<file path="src/rtl/vme_regbank_pkg.sv">
`default_nettype none
// +----------------------------------------------------------------------+
// | vme_regbank_pkg: limits, parameter checks and address decode for the |
// | VME register bank.                   Revision: 1.0                    |
// +----------------------------------------------------------------------+
package vme_regbank_pkg;

  localparam int MAX_RW         = 16;
  localparam int MAX_RO         = 16;
  localparam int MAX_REG_WIDTH  = 32;
  localparam int MAX_ADDR_WIDTH = 30;
  localparam int DEF_REG_WIDTH  = 16;
  localparam int IDX_W          = 5;

  typedef enum logic [1:0] {
    KIND_RW   = 2'd0,
    KIND_RO   = 2'd1,
    KIND_NONE = 2'd2
  } reg_kind_e;

  typedef struct packed {
    reg_kind_e        kind;
    logic [IDX_W-1:0] index;
  } reg_sel_t;

  function automatic bit params_ok(input int nrw, input int nro, input int rw, input int aw);
    return (nrw >= 1) && (nrw <= MAX_RW) &&
           (nro >= 0) && (nro <= MAX_RO) &&
           (rw >= 1) && (rw <= MAX_REG_WIDTH) &&
           (aw >= 1) && (aw <= MAX_ADDR_WIDTH) &&
           ((nrw + nro) <= (1 << aw));
  endfunction

  // RW registers occupy the lowest words, RO registers follow directly.
  function automatic reg_sel_t decode_addr(input logic [31:0] addr, input int num_rw, input int num_ro);
    reg_sel_t    sel;
    logic [31:0] off;
    sel.kind  = KIND_NONE;
    sel.index = '0;
    off       = addr - 32'(num_rw);
    if (addr < 32'(num_rw)) begin
      sel.kind  = KIND_RW;
      sel.index = IDX_W'(addr);
    end else if (off < 32'(num_ro)) begin
      sel.kind  = KIND_RO;
      sel.index = IDX_W'(off);
    end
    return sel;
  endfunction

endpackage
`default_nettype wire

</file>
<file path="src/rtl/vme_regbank_sticky.sv">
`default_nettype none
// +----------------------------------------------------------------------+
// | vme_regbank_sticky: accumulating status register, cleared on read.   |
// |                                      Revision: 1.0                    |
// +----------------------------------------------------------------------+
module vme_regbank_sticky
  import vme_regbank_pkg::*;
#(
  parameter int WIDTH = DEF_REG_WIDTH
) (
  input  logic             clk,
  input  logic             rst_n,
  input  logic [WIDTH-1:0] i_set,
  input  logic             i_clr,
  output logic [WIDTH-1:0] o_value
);

  logic [WIDTH-1:0] r_value;

  // Bits arriving in the clearing cycle are OR-ed after the clear so none are lost.
  always_ff @(posedge clk or negedge rst_n) begin
    if (!rst_n) begin
      r_value <= '0;
    end else begin
      r_value <= (i_clr ? '0 : r_value) | i_set;
    end
  end

  assign o_value = r_value;

endmodule
`default_nettype wire

</file>
<file path="src/rtl/vme_regbank.sv">
`default_nettype none
// +----------------------------------------------------------------------+
// | vme_regbank: VME-mapped bank of read/write control registers and     |
// | read-only (optionally sticky) status registers. Revision: 1.0         |
// +----------------------------------------------------------------------+
module vme_regbank
  import vme_regbank_pkg::*;
#(
  parameter int NUM_RW     = 2,
  parameter int NUM_RO     = 2,
  parameter int REG_WIDTH  = 16,
  parameter int ADDR_WIDTH = 18,
  parameter logic [NUM_RW*REG_WIDTH-1:0]            RW_RESET    = '0,
  parameter logic [((NUM_RO > 0) ? NUM_RO : 1)-1:0] STICKY_MASK = '0
) (
  input  logic                                              Clk,
  input  logic                                              Rst_n,
  input  logic [ADDR_WIDTH-1:0]                             VMEAddr,
  input  logic [31:0]                                       VMEWrData,
  output logic [31:0]                                       VMERdData,
  input  logic                                              VMERdMem,
  input  logic                                              VMEWrMem,
  output logic                                              VMERdDone,
  output logic                                              VMEWrDone,
  output logic                                              VMERdError,
  output logic                                              VMEWrError,
  output logic [NUM_RW*REG_WIDTH-1:0]                       rw_o,
  output logic [NUM_RW-1:0]                                 wr_strobe_o,
  input  logic [((NUM_RO > 0) ? NUM_RO : 1)*REG_WIDTH-1:0]  ro_i
);

  localparam int RO_N = (NUM_RO > 0) ? NUM_RO : 1;

  if (!params_ok(NUM_RW, NUM_RO, REG_WIDTH, ADDR_WIDTH)) begin : g_bad_params
    $error("vme_regbank: parameter out of range");
  end

  // ---------------- write path ----------------
  logic                        r_wr_d0;
  logic [ADDR_WIDTH-1:0]       r_wr_addr_d0;
  logic [REG_WIDTH-1:0]        r_wr_data_d0;
  logic                        r_wr_d1;
  logic [IDX_W-1:0]            r_wr_idx_d1;
  logic [REG_WIDTH-1:0]        r_wr_data_d1;
  logic [NUM_RW*REG_WIDTH-1:0] r_rw;
  logic [NUM_RW-1:0]           r_strobe;
  logic                        r_wr_done;
  logic                        r_wr_err;
  reg_sel_t                    w_wr_sel;
  logic                        w_wr_accept;
  logic                        w_unused;

  assign w_wr_sel    = decode_addr(32'(r_wr_addr_d0), NUM_RW, NUM_RO);
  // A new write is dropped while the previous one is still in d0 or d1.
  assign w_wr_accept = VMEWrMem && !r_wr_d0 && !r_wr_d1;
  assign w_unused    = ^VMEWrData;

  always_ff @(posedge Clk or negedge Rst_n) begin
    if (!Rst_n) begin
      r_wr_d0      <= 1'b0;
      r_wr_addr_d0 <= '0;
      r_wr_data_d0 <= '0;
      r_wr_d1      <= 1'b0;
      r_wr_idx_d1  <= '0;
      r_wr_data_d1 <= '0;
      r_rw         <= RW_RESET;
      r_strobe     <= '0;
      r_wr_done    <= 1'b0;
      r_wr_err     <= 1'b0;
    end else begin
      r_wr_d0 <= w_wr_accept;
      if (w_wr_accept) begin
        r_wr_addr_d0 <= VMEAddr;
        r_wr_data_d0 <= VMEWrData[REG_WIDTH-1:0];
      end
      r_wr_d1 <= r_wr_d0 && (w_wr_sel.kind == KIND_RW);
      if (r_wr_d0) begin
        r_wr_idx_d1  <= w_wr_sel.index;
        r_wr_data_d1 <= r_wr_data_d0;
      end
      r_wr_done <= r_wr_d1 || (r_wr_d0 && (w_wr_sel.kind != KIND_RW));
      r_wr_err  <= r_wr_d0 && (w_wr_sel.kind != KIND_RW);
      for (int i = 0; i < NUM_RW; i++) begin
        r_strobe[i] <= r_wr_d1 && (r_wr_idx_d1 == IDX_W'(i));
        if (r_wr_d1 && (r_wr_idx_d1 == IDX_W'(i))) begin
          r_rw[i*REG_WIDTH +: REG_WIDTH] <= r_wr_data_d1;
        end
      end
    end
  end

  // ---------------- read path ----------------
  logic                  r_rd_d0;
  logic [ADDR_WIDTH-1:0] r_rd_addr_d0;
  logic [31:0]           r_rd_data;
  logic                  r_rd_done;
  logic                  r_rd_err;
  reg_sel_t              w_rd_sel;
  logic [REG_WIDTH-1:0]  w_rd_val;
  logic [REG_WIDTH-1:0]  w_ro_val [RO_N];

  assign w_rd_sel = decode_addr(32'(r_rd_addr_d0), NUM_RW, NUM_RO);

  for (genvar j = 0; j < NUM_RO; j++) begin : g_ro
    if (STICKY_MASK[j]) begin : g_sticky
      logic w_clr;
      assign w_clr = r_rd_d0 && (w_rd_sel.kind == KIND_RO) && (w_rd_sel.index == IDX_W'(j));
      vme_regbank_sticky #(
        .WIDTH (REG_WIDTH)
      ) u_sticky (
        .clk     (Clk),
        .rst_n   (Rst_n),
        .i_set   (ro_i[j*REG_WIDTH +: REG_WIDTH]),
        .i_clr   (w_clr),
        .o_value (w_ro_val[j])
      );
    end else begin : g_live
      // Holds the value seen at the request edge, returned one edge later.
      logic [REG_WIDTH-1:0] r_sample;
      always_ff @(posedge Clk or negedge Rst_n) begin
        if (!Rst_n) begin
          r_sample <= '0;
        end else begin
          r_sample <= ro_i[j*REG_WIDTH +: REG_WIDTH];
        end
      end
      assign w_ro_val[j] = r_sample;
    end
  end

  if (NUM_RO == 0) begin : g_no_ro
    logic w_unused_ro;
    assign w_ro_val[0] = '0;
    assign w_unused_ro = ^{ro_i, STICKY_MASK};
  end

  always_comb begin
    w_rd_val = '0;
    for (int i = 0; i < NUM_RW; i++) begin
      if ((w_rd_sel.kind == KIND_RW) && (w_rd_sel.index == IDX_W'(i))) begin
        w_rd_val = r_rw[i*REG_WIDTH +: REG_WIDTH];
      end
    end
    for (int j = 0; j < NUM_RO; j++) begin
      if ((w_rd_sel.kind == KIND_RO) && (w_rd_sel.index == IDX_W'(j))) begin
        w_rd_val = w_ro_val[j];
      end
    end
  end

  always_ff @(posedge Clk or negedge Rst_n) begin
    if (!Rst_n) begin
      r_rd_d0      <= 1'b0;
      r_rd_addr_d0 <= '0;
      r_rd_data    <= '0;
      r_rd_done    <= 1'b0;
      r_rd_err     <= 1'b0;
    end else begin
      r_rd_d0 <= VMERdMem;
      if (VMERdMem) begin
        r_rd_addr_d0 <= VMEAddr;
      end
      r_rd_done <= r_rd_d0;
      r_rd_err  <= r_rd_d0 && (w_rd_sel.kind == KIND_NONE);
      r_rd_data <= r_rd_d0 ? 32'(w_rd_val) : '0;
    end
  end

  assign rw_o        = r_rw;
  assign wr_strobe_o = r_strobe;
  assign VMEWrDone   = r_wr_done;
  assign VMEWrError  = r_wr_err;
  assign VMERdDone   = r_rd_done;
  assign VMERdError  = r_rd_err;
  assign VMERdData   = r_rd_data;

endmodule
`default_nettype wire
</file>
<file path="config.mk">
export PLATFORM = sky130hd
export DESIGN_NAME = vme_regbank
export DESIGN_NICKNAME = d
export VERILOG_FILES = /design/src/rtl/vme_regbank_pkg.sv /design/src/rtl/vme_regbank_sticky.sv /design/src/rtl/vme_regbank.sv
export SDC_FILE = /design/constraint.sdc
export NUM_CORES = 1
export LEC_CHECK = 0
export BUFFER_PORTS_ARGS = -buffer_cell sky130_fd_sc_hd__buf_2
export CAP_MARGIN = 30
export CORE_ASPECT_RATIO = 1.4
export CORE_UTILIZATION = 55
export CTS_CLUSTER_DIAMETER = 200
export CTS_CLUSTER_SIZE = 14
export DETAILED_ROUTE_END_ITERATION = 8
export PLACE_DENSITY = 0.9
export SETUP_SLACK_MARGIN = 0.02
export SLEW_MARGIN = 20
export SYNTH_ARGS = -nofsm -noshare
export SYNTH_HDL_FRONTEND = slang
export SYNTH_HIERARCHICAL = 1
export SYNTH_SLANG_ARGS = --single-unit
</file>
<file path="constraint.sdc">
create_clock -name Clk -period 3.64 [get_ports Clk]
set_clock_uncertainty 0.05 [all_clocks]
set_input_delay 0.182 -clock Clk [delete_from_list [all_inputs] [get_ports Clk]]
set_output_delay 0.182 -clock Clk [all_outputs]
set_load 0.05 [all_outputs]
</file>
==> metrics.txt <==
sequential fraction of the synthesis area=63.15%; Simple-Gate Fraction of Synth Area=8.848%; share of synthesized flip-flops with an asynchronous set or reset=100.0%; vias in the first global route=4,739; syn_area_per_cell=13.93 µm²; largest family of logic cells by synthesized area=multiplexers; Distinct cells, synth=43; H-tree Lvls=4; CORE AREA=0.01134 mm²; die height=129.8 µm; adder-cell area share of the yosys netlist=0.5457%; slowest stage delay, CP=490 ps; share of cells above drive strength 1=38.53%; # nets final=742; unrepaired setup endpoints after global routing=false; top post-synthesis cells by area=dfrtp_1, mux2_2, mux2i_1, nand2_1, o2bb2ai_1; CTS Hold Bufs=67; initial drt markers=132; Fillers=714; top cell type's share of synthesized area=63.15%; Yosys top cell by area=dfrtp_1; most frequent cells in the layout=dfrtp_1, buf_2, mux2_2; Final setup viols=0; Setup Buffers After CTS=0; via count=4,307; pre-CTS WS=1017 ps; DRT antenna net count=0; CTS Buf Count=17; Detailed Place HPWL=9.469 mm; routability congestion estimate=0.8140; Diodes inserted=0; initial core utilization=56.62%; Post-synth EDFFs=0; die area=0.01211 mm²; port buffer count=123; Most used DFF post-synth=dfrtp_1; WS Path Type=flip-flop to flip-flop; maximum vdd ir drop=319.9 µV; final wirelength=14.81 mm; Synth-to-Final Area Change=31.69%; mux cell area share after synthesis=19.02%; most common cell after layout, fill and taps aside=dfrtp_1; crit path DAT=2930 ps; post-cts resize count=0; pwr dens=524.5 mW/mm²; GRT Overall Usage=26.25%; Max Freq=368.4 MHz; Clk Latency, worst-skew pair=420 ps; crit end category=flip-flop; clock sink count=162; CTS clk-pin slew, worst paths=70 ps; Die Wd=93.31 µm; Slew HR=42.05%; vias per inst=5.311; Worst Path Max Fanout=16; Pre-antenna DRT Iters=5; largest net degree at the start of global routing=101; I/O Pins=156; drc violations=0; Least-Margin Pin Slew=869.2 ps; compound-cell area share of the yosys netlist=3.722%; Period minus WS final=2715 ps; Routed WL per cell=18.26 µm; post-synthesis register bit count=162; CP max stage cell=nand3_2; worst setup margin=925.3 ps; Max clock buf depth=2; fin. max-slew vios=0; Pleak=4.185 nW; synthesized cell area=0.006420 mm²; Fin Setup TNS=0 ps; Cells after Synth=461; initial antenna violation count=0; first-pass GRT wire length=23.56 mm; status=complete, no violations; CTS tree=done; Setup crit start kind=flip-flop; XOR/XNOR Fraction of Synth Area=0.2729%; flop2flop setup slack=930 ps; total grt overflow=0; Synth Warn #=6; maxcap violations=0; CP required=3860 ps; worst hold-check path type=input pin to flip-flop; Cell Chain, Critical Path=inv_1 -> ha_1 -> nor3b_1 -> and4_2 -> nand3_2 -> mux2i_1 -> o2bb2ai_1; # rows=46; CTS root buffer=clkbuf_16; period utilization=74.58%; Final Hold Vio Count=0
final timing paths:
| kind | from | end | cells past startpoint |
|---|---|---|---|
| max | r_rd_addr_d0[1]$_DFFE_PN0P_ | VMERdData[9]$_DFF_PN0_ | 7 |
| min reg2reg | r_rd_d0$_DFF_PN0_ | VMERdDone$_DFF_PN0_ | 0 |
| max in group asynchronous | Rst_n | rw_o[31]$_DFFE_PN0P_ | 4 |
| max reg2reg | r_rd_addr_d0[1]$_DFFE_PN0P_ | VMERdData[9]$_DFF_PN0_ | 7 |
| min | VMERdMem | r_rd_d0$_DFF_PN0_ | 1 |
| min in group asynchronous | Rst_n | rw_o[7]$_DFFE_PN0P_ | 2 |
power breakdown:
group | switching (mW) | internal (mW)
Sequential | 0.102 | 1.94
Clock | 0.697 | 1.26
Combinational | 0.213 | 0.218
sequential cells by signal, summed over array words and instances (netlist names):
register and flops:
r_wr_idx_d1 5, rw_o 32, r_rd_addr_d0 18, wr_strobe_o 2
VMERdError 1, r_wr_d0 1, VMERdDone 1, VMEWrError 1
r_rd_d0 1, VMERdData 16, VMEWrDone 1, g_ro.g_live.r_sample 32
r_wr_d1 1, r_wr_data_d1 16, r_wr_data_d0 16, r_wr_addr_d0 18
worst max-delay path: cells and delay by family (launching register included):
family / cells / cell delay, ps
adders and majority gates: 1 / 180
muxes: 1 / 480
buffers and inverters: 1 / 110
AOI/OAI and AO/OA: 1 / 140
and+or+nand+nor: 3 / 1170
DFF: 1 / 430
final cells by class:
type	instances	area, µm²	area share (%)
flip-flops and latches	162	4054	47.95
multi-input cells	265	2146	25.38
repair buffers	197	1373	16.24
clock buffers	21	460.4	5.446
clock inverters	11	200.2	2.368
well taps	144	180.2	2.131
inverters	11	41.29	0.4884
synth_stat cells, types with 2 or more instances:
library cell	instances
nor4_1	5
nand3_1	2
nand2_1	57
buf_4	16
nor3_1	9
nor4_4	2
nor3_2	9
nand4_1	4
buf_2	9
nor2_1	2
o22ai_1	2
ha_1	2
clkbuf_1	8
o2bb2ai_1	16
mux2_2	80
o21ai_0	5
dfrtp_1	162
nor3b_1	2
buf_1	2
inv_1	10
nor2b_1	3
mux2i_1	32
buf_6	2
logic make-up (layout without fill, tap and decap cells):
family,after synthesis,count (layout)
flip-flops,162,162
AND/OR/NAND/NOR,103,103
XOR/XNOR,2,2
other,1,16
multiplexers,112,112
AO/OA/AOI/OAI,29,29
adder cells (fa/ha/maj),3,3
buffers and inverters,49,240
layer usage:
| metal | routed length (µm) | global-route usage, % | up-vias |
|---|---|---|---|
| li1 | - | - | 1963 |
| met1 | 5382 | 27.19 | 2169 |
| met2 | 8341 | 50.30 | 142 |
| met3 | 634 | 6.352 | 33 |
| met4 | 450 | 10.41 | 0 |
| met5 | 0 | 0 | - |
through the flow:
step                      utilization [%]  instances  total power, mW  instance area [µm²]  hold WS (ps)
after floorplan                         -        476            2.302                 6476        -163.6
after global placement              62.45        710            2.411                 7081         241.7
after detailed placement            62.45        710            2.441                 7081         241.3
after CTS                           74.19        809            4.446                 8412         70.84
after global routing                74.56        811            4.598                 8454         84.78
final                               74.56        811            4.434                 8454         91.08
No activity file was read; power rests on OpenSTA's default activity.
